File: src/rtl/switch_defs.v
// Shared FSM state encoding for the switch debouncer.
`ifndef SWITCH_DEFS_V
`define SWITCH_DEFS_V
localparam logic [1:0] S_LOW       = 2'd0;
localparam logic [1:0] S_RISE_WAIT = 2'd1;
localparam logic [1:0] S_HIGH      = 2'd2;
localparam logic [1:0] S_FALL_WAIT = 2'd3;
`endif

File: src/rtl/switch_debounce_pkg.sv
// Types shared by the switch debouncer; the state values come from switch_defs.v.
package switch_debounce_pkg;
`include "switch_defs.v"

  typedef enum logic [1:0] {
    ST_LOW       = S_LOW,
    ST_RISE_WAIT = S_RISE_WAIT,
    ST_HIGH      = S_HIGH,
    ST_FALL_WAIT = S_FALL_WAIT
  } state_t;
endpackage

File: src/rtl/switch_debounce_sync2.sv
// Two-flop synchronizer bringing the raw switch level into the clk domain.
module sync2 (
  input  logic clk,
  input  logic i_aclr,
  input  logic i_a,
  output logic o_y
);
  logic meta;

  // Metastability stage followed by the clean output stage.
  always_ff @(posedge clk or posedge i_aclr) begin
    if (i_aclr) begin
      meta <= 1'b0;
      o_y  <= 1'b0;
    end else begin
      meta <= i_a;
      o_y  <= meta;
    end
  end
endmodule

File: src/rtl/switch_debounce.sv
// Switch debouncer: synchronizes i_sw, then requires STABLE_TICKS consecutive
// i_tick samples of a new level before committing it.
// Optional: define SWITCH_DEBOUNCE_RELEASE_PULSE_EN to enable the o_release pulse;
// otherwise o_release is tied low.
module switch_debounce
  import switch_debounce_pkg::*;
#(
  parameter int                  CNT_WIDTH    = 4,
  parameter logic [CNT_WIDTH-1:0] STABLE_TICKS = 4'd10
) (
  input  logic clk,
  input  logic i_aclr,
  input  logic i_tick,
  input  logic i_sw,
  output logic o_level,
  output logic o_press,
  output logic o_release
);
  localparam logic [CNT_WIDTH-1:0] ONE  = CNT_WIDTH'(1);
  localparam logic [CNT_WIDTH-1:0] LAST = STABLE_TICKS - ONE;

  logic                 w_sw;
  state_t               state_q, state_d;
  logic [CNT_WIDTH-1:0] cnt_q, cnt_d;
  logic                 press_q, press_d;
`ifdef SWITCH_DEBOUNCE_RELEASE_PULSE_EN
  logic                 release_q, release_d;
`endif

  sync2 u_sync (
    .clk    (clk),
    .i_aclr (i_aclr),
    .i_a    (i_sw),
    .o_y    (w_sw)
  );

  // Next state, counter and commit pulses; a reverting level beats a committing tick.
  always_comb begin
    state_d = state_q;
    cnt_d   = cnt_q;
    press_d = 1'b0;
`ifdef SWITCH_DEBOUNCE_RELEASE_PULSE_EN
    release_d = 1'b0;
`endif
    unique case (state_q)
      ST_LOW: begin
        if (w_sw) begin
          state_d = ST_RISE_WAIT;
          cnt_d   = '0;
        end
      end
      ST_RISE_WAIT: begin
        if (!w_sw) begin
          state_d = ST_LOW;
          cnt_d   = '0;
        end else if (i_tick) begin
          if (cnt_q == LAST) begin
            state_d = ST_HIGH;
            cnt_d   = '0;
            press_d = 1'b1;
          end else begin
            cnt_d = cnt_q + ONE;
          end
        end
      end
      ST_HIGH: begin
        if (!w_sw) begin
          state_d = ST_FALL_WAIT;
          cnt_d   = '0;
        end
      end
      ST_FALL_WAIT: begin
        if (w_sw) begin
          state_d = ST_HIGH;
          cnt_d   = '0;
        end else if (i_tick) begin
          if (cnt_q == LAST) begin
            state_d = ST_LOW;
            cnt_d   = '0;
`ifdef SWITCH_DEBOUNCE_RELEASE_PULSE_EN
            release_d = 1'b1;
`endif
          end else begin
            cnt_d = cnt_q + ONE;
          end
        end
      end
      default: begin
        state_d = ST_LOW;
        cnt_d   = '0;
      end
    endcase
  end

  // State, counter and press pulse registers.
  always_ff @(posedge clk or posedge i_aclr) begin
    if (i_aclr) begin
      state_q <= ST_LOW;
      cnt_q   <= '0;
      press_q <= 1'b0;
    end else begin
      state_q <= state_d;
      cnt_q   <= cnt_d;
      press_q <= press_d;
    end
  end

`ifdef SWITCH_DEBOUNCE_RELEASE_PULSE_EN
  // Release pulse register, present only when the pulse is enabled.
  always_ff @(posedge clk or posedge i_aclr) begin
    if (i_aclr) release_q <= 1'b0;
    else        release_q <= release_d;
  end
  assign o_release = release_q;
`else
  assign o_release = 1'b0;
`endif

  // The committed level is held through the opposite wait state.
  assign o_level = (state_q == ST_HIGH) || (state_q == ST_FALL_WAIT);
  assign o_press = press_q;
endmodule
File: config.mk
export PLATFORM = sky130hd
export DESIGN_NAME = switch_debounce
export DESIGN_NICKNAME = d
export VERILOG_FILES = /design/src/rtl/switch_debounce_pkg.sv /design/src/rtl/switch_debounce_sync2.sv /design/src/rtl/switch_debounce.sv
export VERILOG_INCLUDE_DIRS = /design/src /design/src/rtl
export SDC_FILE = /design/constraint.sdc
export NUM_CORES = 1
export LEC_CHECK = 0
export ABC_AREA = 1
export CAP_MARGIN = 15
export CORE_AREA = 2 2 39 41
export DETAILED_ROUTE_END_ITERATION = 10
export DIE_AREA = 0 0 41 43
export GPL_TIMING_DRIVEN = 0
export PLACE_DENSITY = 0.64
export REMOVE_ABC_BUFFERS = 1
export SYNTH_ARGS = -nofsm -noshare
export SYNTH_HDL_FRONTEND = slang
export SYNTH_SLANG_ARGS = --single-unit
File: constraint.sdc
create_clock -name clk -period 2.4 [get_ports clk]
set_input_delay 0.48 -clock clk [delete_from_list [all_inputs] [get_ports clk]]
set_output_delay 0.48 -clock clk [all_outputs]
set_load 0.05 [all_outputs]
# Word-level counts from Yosys, hierarchy flattened
# Index checks and enable logic that the tools add are counted.
# classes
n_addsub,1
n_eq_ne,10
mux,20
n_reduce_logical,4
# op_table
op,count
$mux W4,6
$mux W2,8
$pmux W4 S4,1
$pmux W2 S4,1
$ne A3 B2 Y1 const B,2
$ne A3 B3 Y1 const B,2
$reduce_and A6 Y1,1
$add A4 B1 Y4 const B,1
$eq A2 B2 Y1 const B,2
$eq A4 B4 Y1 const B,1
$mux W1,4
$eq A2 B1 Y1 const B,1
$logic_not A2 Y1,1
$ne A2 B1 Y1 const B,1
$ne A2 B2 Y1 const B,1
$reduce_and A2 Y1,1
$logic_or A1 B1 Y1,1
# totals
register_bits,9
out_inout_bits,3

# Logic depth before layout (Yosys ltp)
# depth
depth_word,5
depth_mapped,9

# Cells and area by module
# Synthesis repeated with hierarchy kept, for this count alone.
# unflattened
cells_unflattened,73
area_unflattened_um2,541.8
# by_module_without_submodules
module,instances,cells_per_inst,area_each_um2
switch_debounce,1,70,488.0
sync2,1,3,53.8

# Worst setup path after synthesis
# OpenSTA, ideal clock, no wires.
# synth_path
path_kind,register to output
start,register (tool-made name)
end,output o_level
arrival_time_ps,850
required_time_ps,1920
slack_ps,1070
path_stages_with_launch,2
n_path_buf,1
path_cell_list,dfrtp_1 -> clkbuf_1
# synth_rtl
element,line,rtl
to (decl),switch_debounce.sv:15,"output logic o_level,"

==> results.toml <==
[worst_setup_path]
r2r_setup_slack_ps = 1140
crit_end = "o_level"
timing.rr.start = "cnt_q[1]$_DFFE_PP0P_"
crit_path_max_fanout = 5
startpoint_type = "flop"
cp.arrival_ps = 1510
cp_slowest_cell = "clkdlybuf4s50_1"
critical-path-max-stage-delay_ps = 830
rr_endpoint = "state_q[0]$_DFFE_PP0P_"
path_buf_inv = 1
crit_family = "buffers and inverters"
cp.depth = 1
crit_type = "flop to output pin"
critPathRequiredTime_ps = 1920
r2r_cells = 7
path_cells = "clkdlybuf4s50_1"
end_kind = "output pin"

[route]
ant_nets = 0
wl_microns = 822
via_per_inst = 4.41
drc = 0
drtIter0Drc = 6
vias = 388
wl_per_cell_microns = 9.34
drtPass1Iterations = 2

[synth]
syn_area_sq_um = 500
syn-instance-count = 65
avgSynthCellArea_sq_um = 7.70
synth_seq_cells = 9
seq_area_frac_synth_pct = 45.0
yosysWarnings = 0
synth.distinct_cells = 18

[run_status]
status = "finished clean"

[global_routing]
grt_pass1_wl_mm = 1.41
antenna_found_initial = 0
grt_pass1_vias = 369
grt_use_total_pct = 12.7
grt_max_degree = 10
overflow = 0

[clock_tree]
cts_buffers = 3
postCtsSetupRepairBufs = 0
cts_root_buf = "clkbuf_4"
cts_tree = "done"
hold_buffers = 0
cts_max_path_buffers = 2
cts.clk_slew.worst_paths_ps = 70
cts_sinks = 9
htreeDepth = 1
post_cts_resized = 0
worstSkewPairLatency_ps = 260

[timing]
setup_viol = 0
fin_crit_ps = 1990
final.setup.tns_ps = 0
drv_slew = 0
finClkSkew_ps = 1.04
finalCritPeriodShare_pct = 82.8
final_hold_viol_count = 0
max_clock_freq_mhz = 503
grt_setup_unrepaired = "no"

[placement]
routabilityCongestion = 0.688
postPlaceCellArea_sq_um = 559
port_buffers = 5
hpwlAfterDp_microns = 631

[cells_and_area]
area_growth_pct = 17.3
nets = 79
drive_above_1_share_pct = 20.8
diodes = 0
fin_area_sq_um = 587

[floorplan]
fp.dieArea_sq_um = 1760
std_cell_rows = 14
start_util_pct = 36.2
die_x_microns = 41
die_h_microns = 43
core_sq_um = 1380
ioPinCount = 7

[hold_path]
min_path_type = "flop to flop"

[power]
p_leak_nw = 0.301
peakVddDrop_uv = 303
cellPowerDensity_nw_per_um2 = 741

[job]
cap_violations = 0
-- synthesized netlist by cell type --
cell type | count | area share [%]
o21ai_2 | 3 | 5.3
dfrtp_1 | 9 | 45
nand3_2 | 1 | 2.0
nor2_1 | 7 | 5.3
inv_2 | 3 | 2.2
nor3_2 | 1 | 2.0
nand2_2 | 2 | 2.5
inv_1 | 8 | 6.0
nand2_1 | 20 | 15
nand3_1 | 2 | 2.0
o21ai_0 | 1 | 1.0
buf_4 | 1 | 1.5
xor2_1 | 1 | 1.8
clkbuf_1 | 1 | 0.75
o21ai_1 | 1 | 1.0
clkinv_2 | 1 | 1.0
ha_1 | 2 | 5.0
conb_1 | 1 | 0.75
-- how the worst min path moves through the flow --
stage,start,to,cells after the start
6_report,u_sync.meta$_DFF_PP0_,u_sync.o_y$_DFF_PP0_,0
5_1_grt,u_sync.meta$_DFF_PP0_,u_sync.o_y$_DFF_PP0_,0
4_1_cts,u_sync.meta$_DFF_PP0_,u_sync.o_y$_DFF_PP0_,0
3_5_place_dp,u_sync.meta$_DFF_PP0_,u_sync.o_y$_DFF_PP0_,0
3_3_place_gp,u_sync.meta$_DFF_PP0_,u_sync.o_y$_DFF_PP0_,0
2_1_floorplan,i_aclr,asynchronous set/reset pin,1
-- where the power goes --
part	internal (W)	switching [W]
clock	0.0000614	0.0000571
combinational	0.0000438	0.0000698
sequential	0.000174	0.0000289
-- placed cells by master, fill, tap and decap left out --
cell type	count
clkbuf_4	3
clkdlybuf4s50_1	5
clkinv_2	2
conb_1	1
dfrtp_1	9
ha_1	2
inv_1	8
inv_2	3
nand2_1	20
nand2_2	2
nand3_1	2
nand3_2	1
nor2_1	7
nor3_2	1
o21ai_0	1
o21ai_1	1
o21ai_2	3
xor2_1	1
-- cell families after synthesis --
| logic type | count (synthesis) | synth area share, % |
|---|---|---|
| adders and majority gates | 2 | 5.00 |
| other | 1 | 0.749 |
| AOI/OAI and AO/OA | 5 | 7.25 |
| buffers and inverters | 14 | 11.5 |
| DFF | 9 | 45.0 |
| and+or+nand+nor | 33 | 28.8 |
| xor gates and xnor gates | 1 | 1.75 |
-- stage by stage --
| step | utilization [%] | setup slack [ps] | instances | hold WS [ps] | power [W] |
|---|---|---|---|---|---|
| 6_report | 42.4 | 414 | 88 | 353 | 0.000435 |
| 5_1_grt | 42.4 | 346 | 88 | 372 | 0.000466 |
| 3_5_place_dp | 40.4 | 690 | 84 | 339 | 0.000318 |
| 3_3_place_gp | 40.4 | 705 | 84 | 333 | 0.000313 |
| 4_1_cts | 42.4 | 404 | 88 | 355 | 0.000439 |
| 2_1_floorplan | - | 1150 | 63 | 308 | 0.000289 |
-- layout make-up --
class	instances	area (sq um)
Multi-Input combinational cell	42	218
Sequential cell	9	225
Fill cell	135	797
Inverter	12	46.3
Tap cell	16	20.0
Clock buffer	3	22.5
Clock inverter	1	5.00
Timing Repair Buffer	5	50.0
-- metal layers --
metal | vias up | wire length [microns] | global-route usage, %
li1 | 205 | - | -
met1 | 176 | 380 | 14.2
met2 | 5 | 403 | 18.1
met3 | 2 | 19 | 4.71
met4 | 0 | 19 | 10.0
met5 | - | 0 | 0
Note: power is estimated with default switching activity, not from simulation.
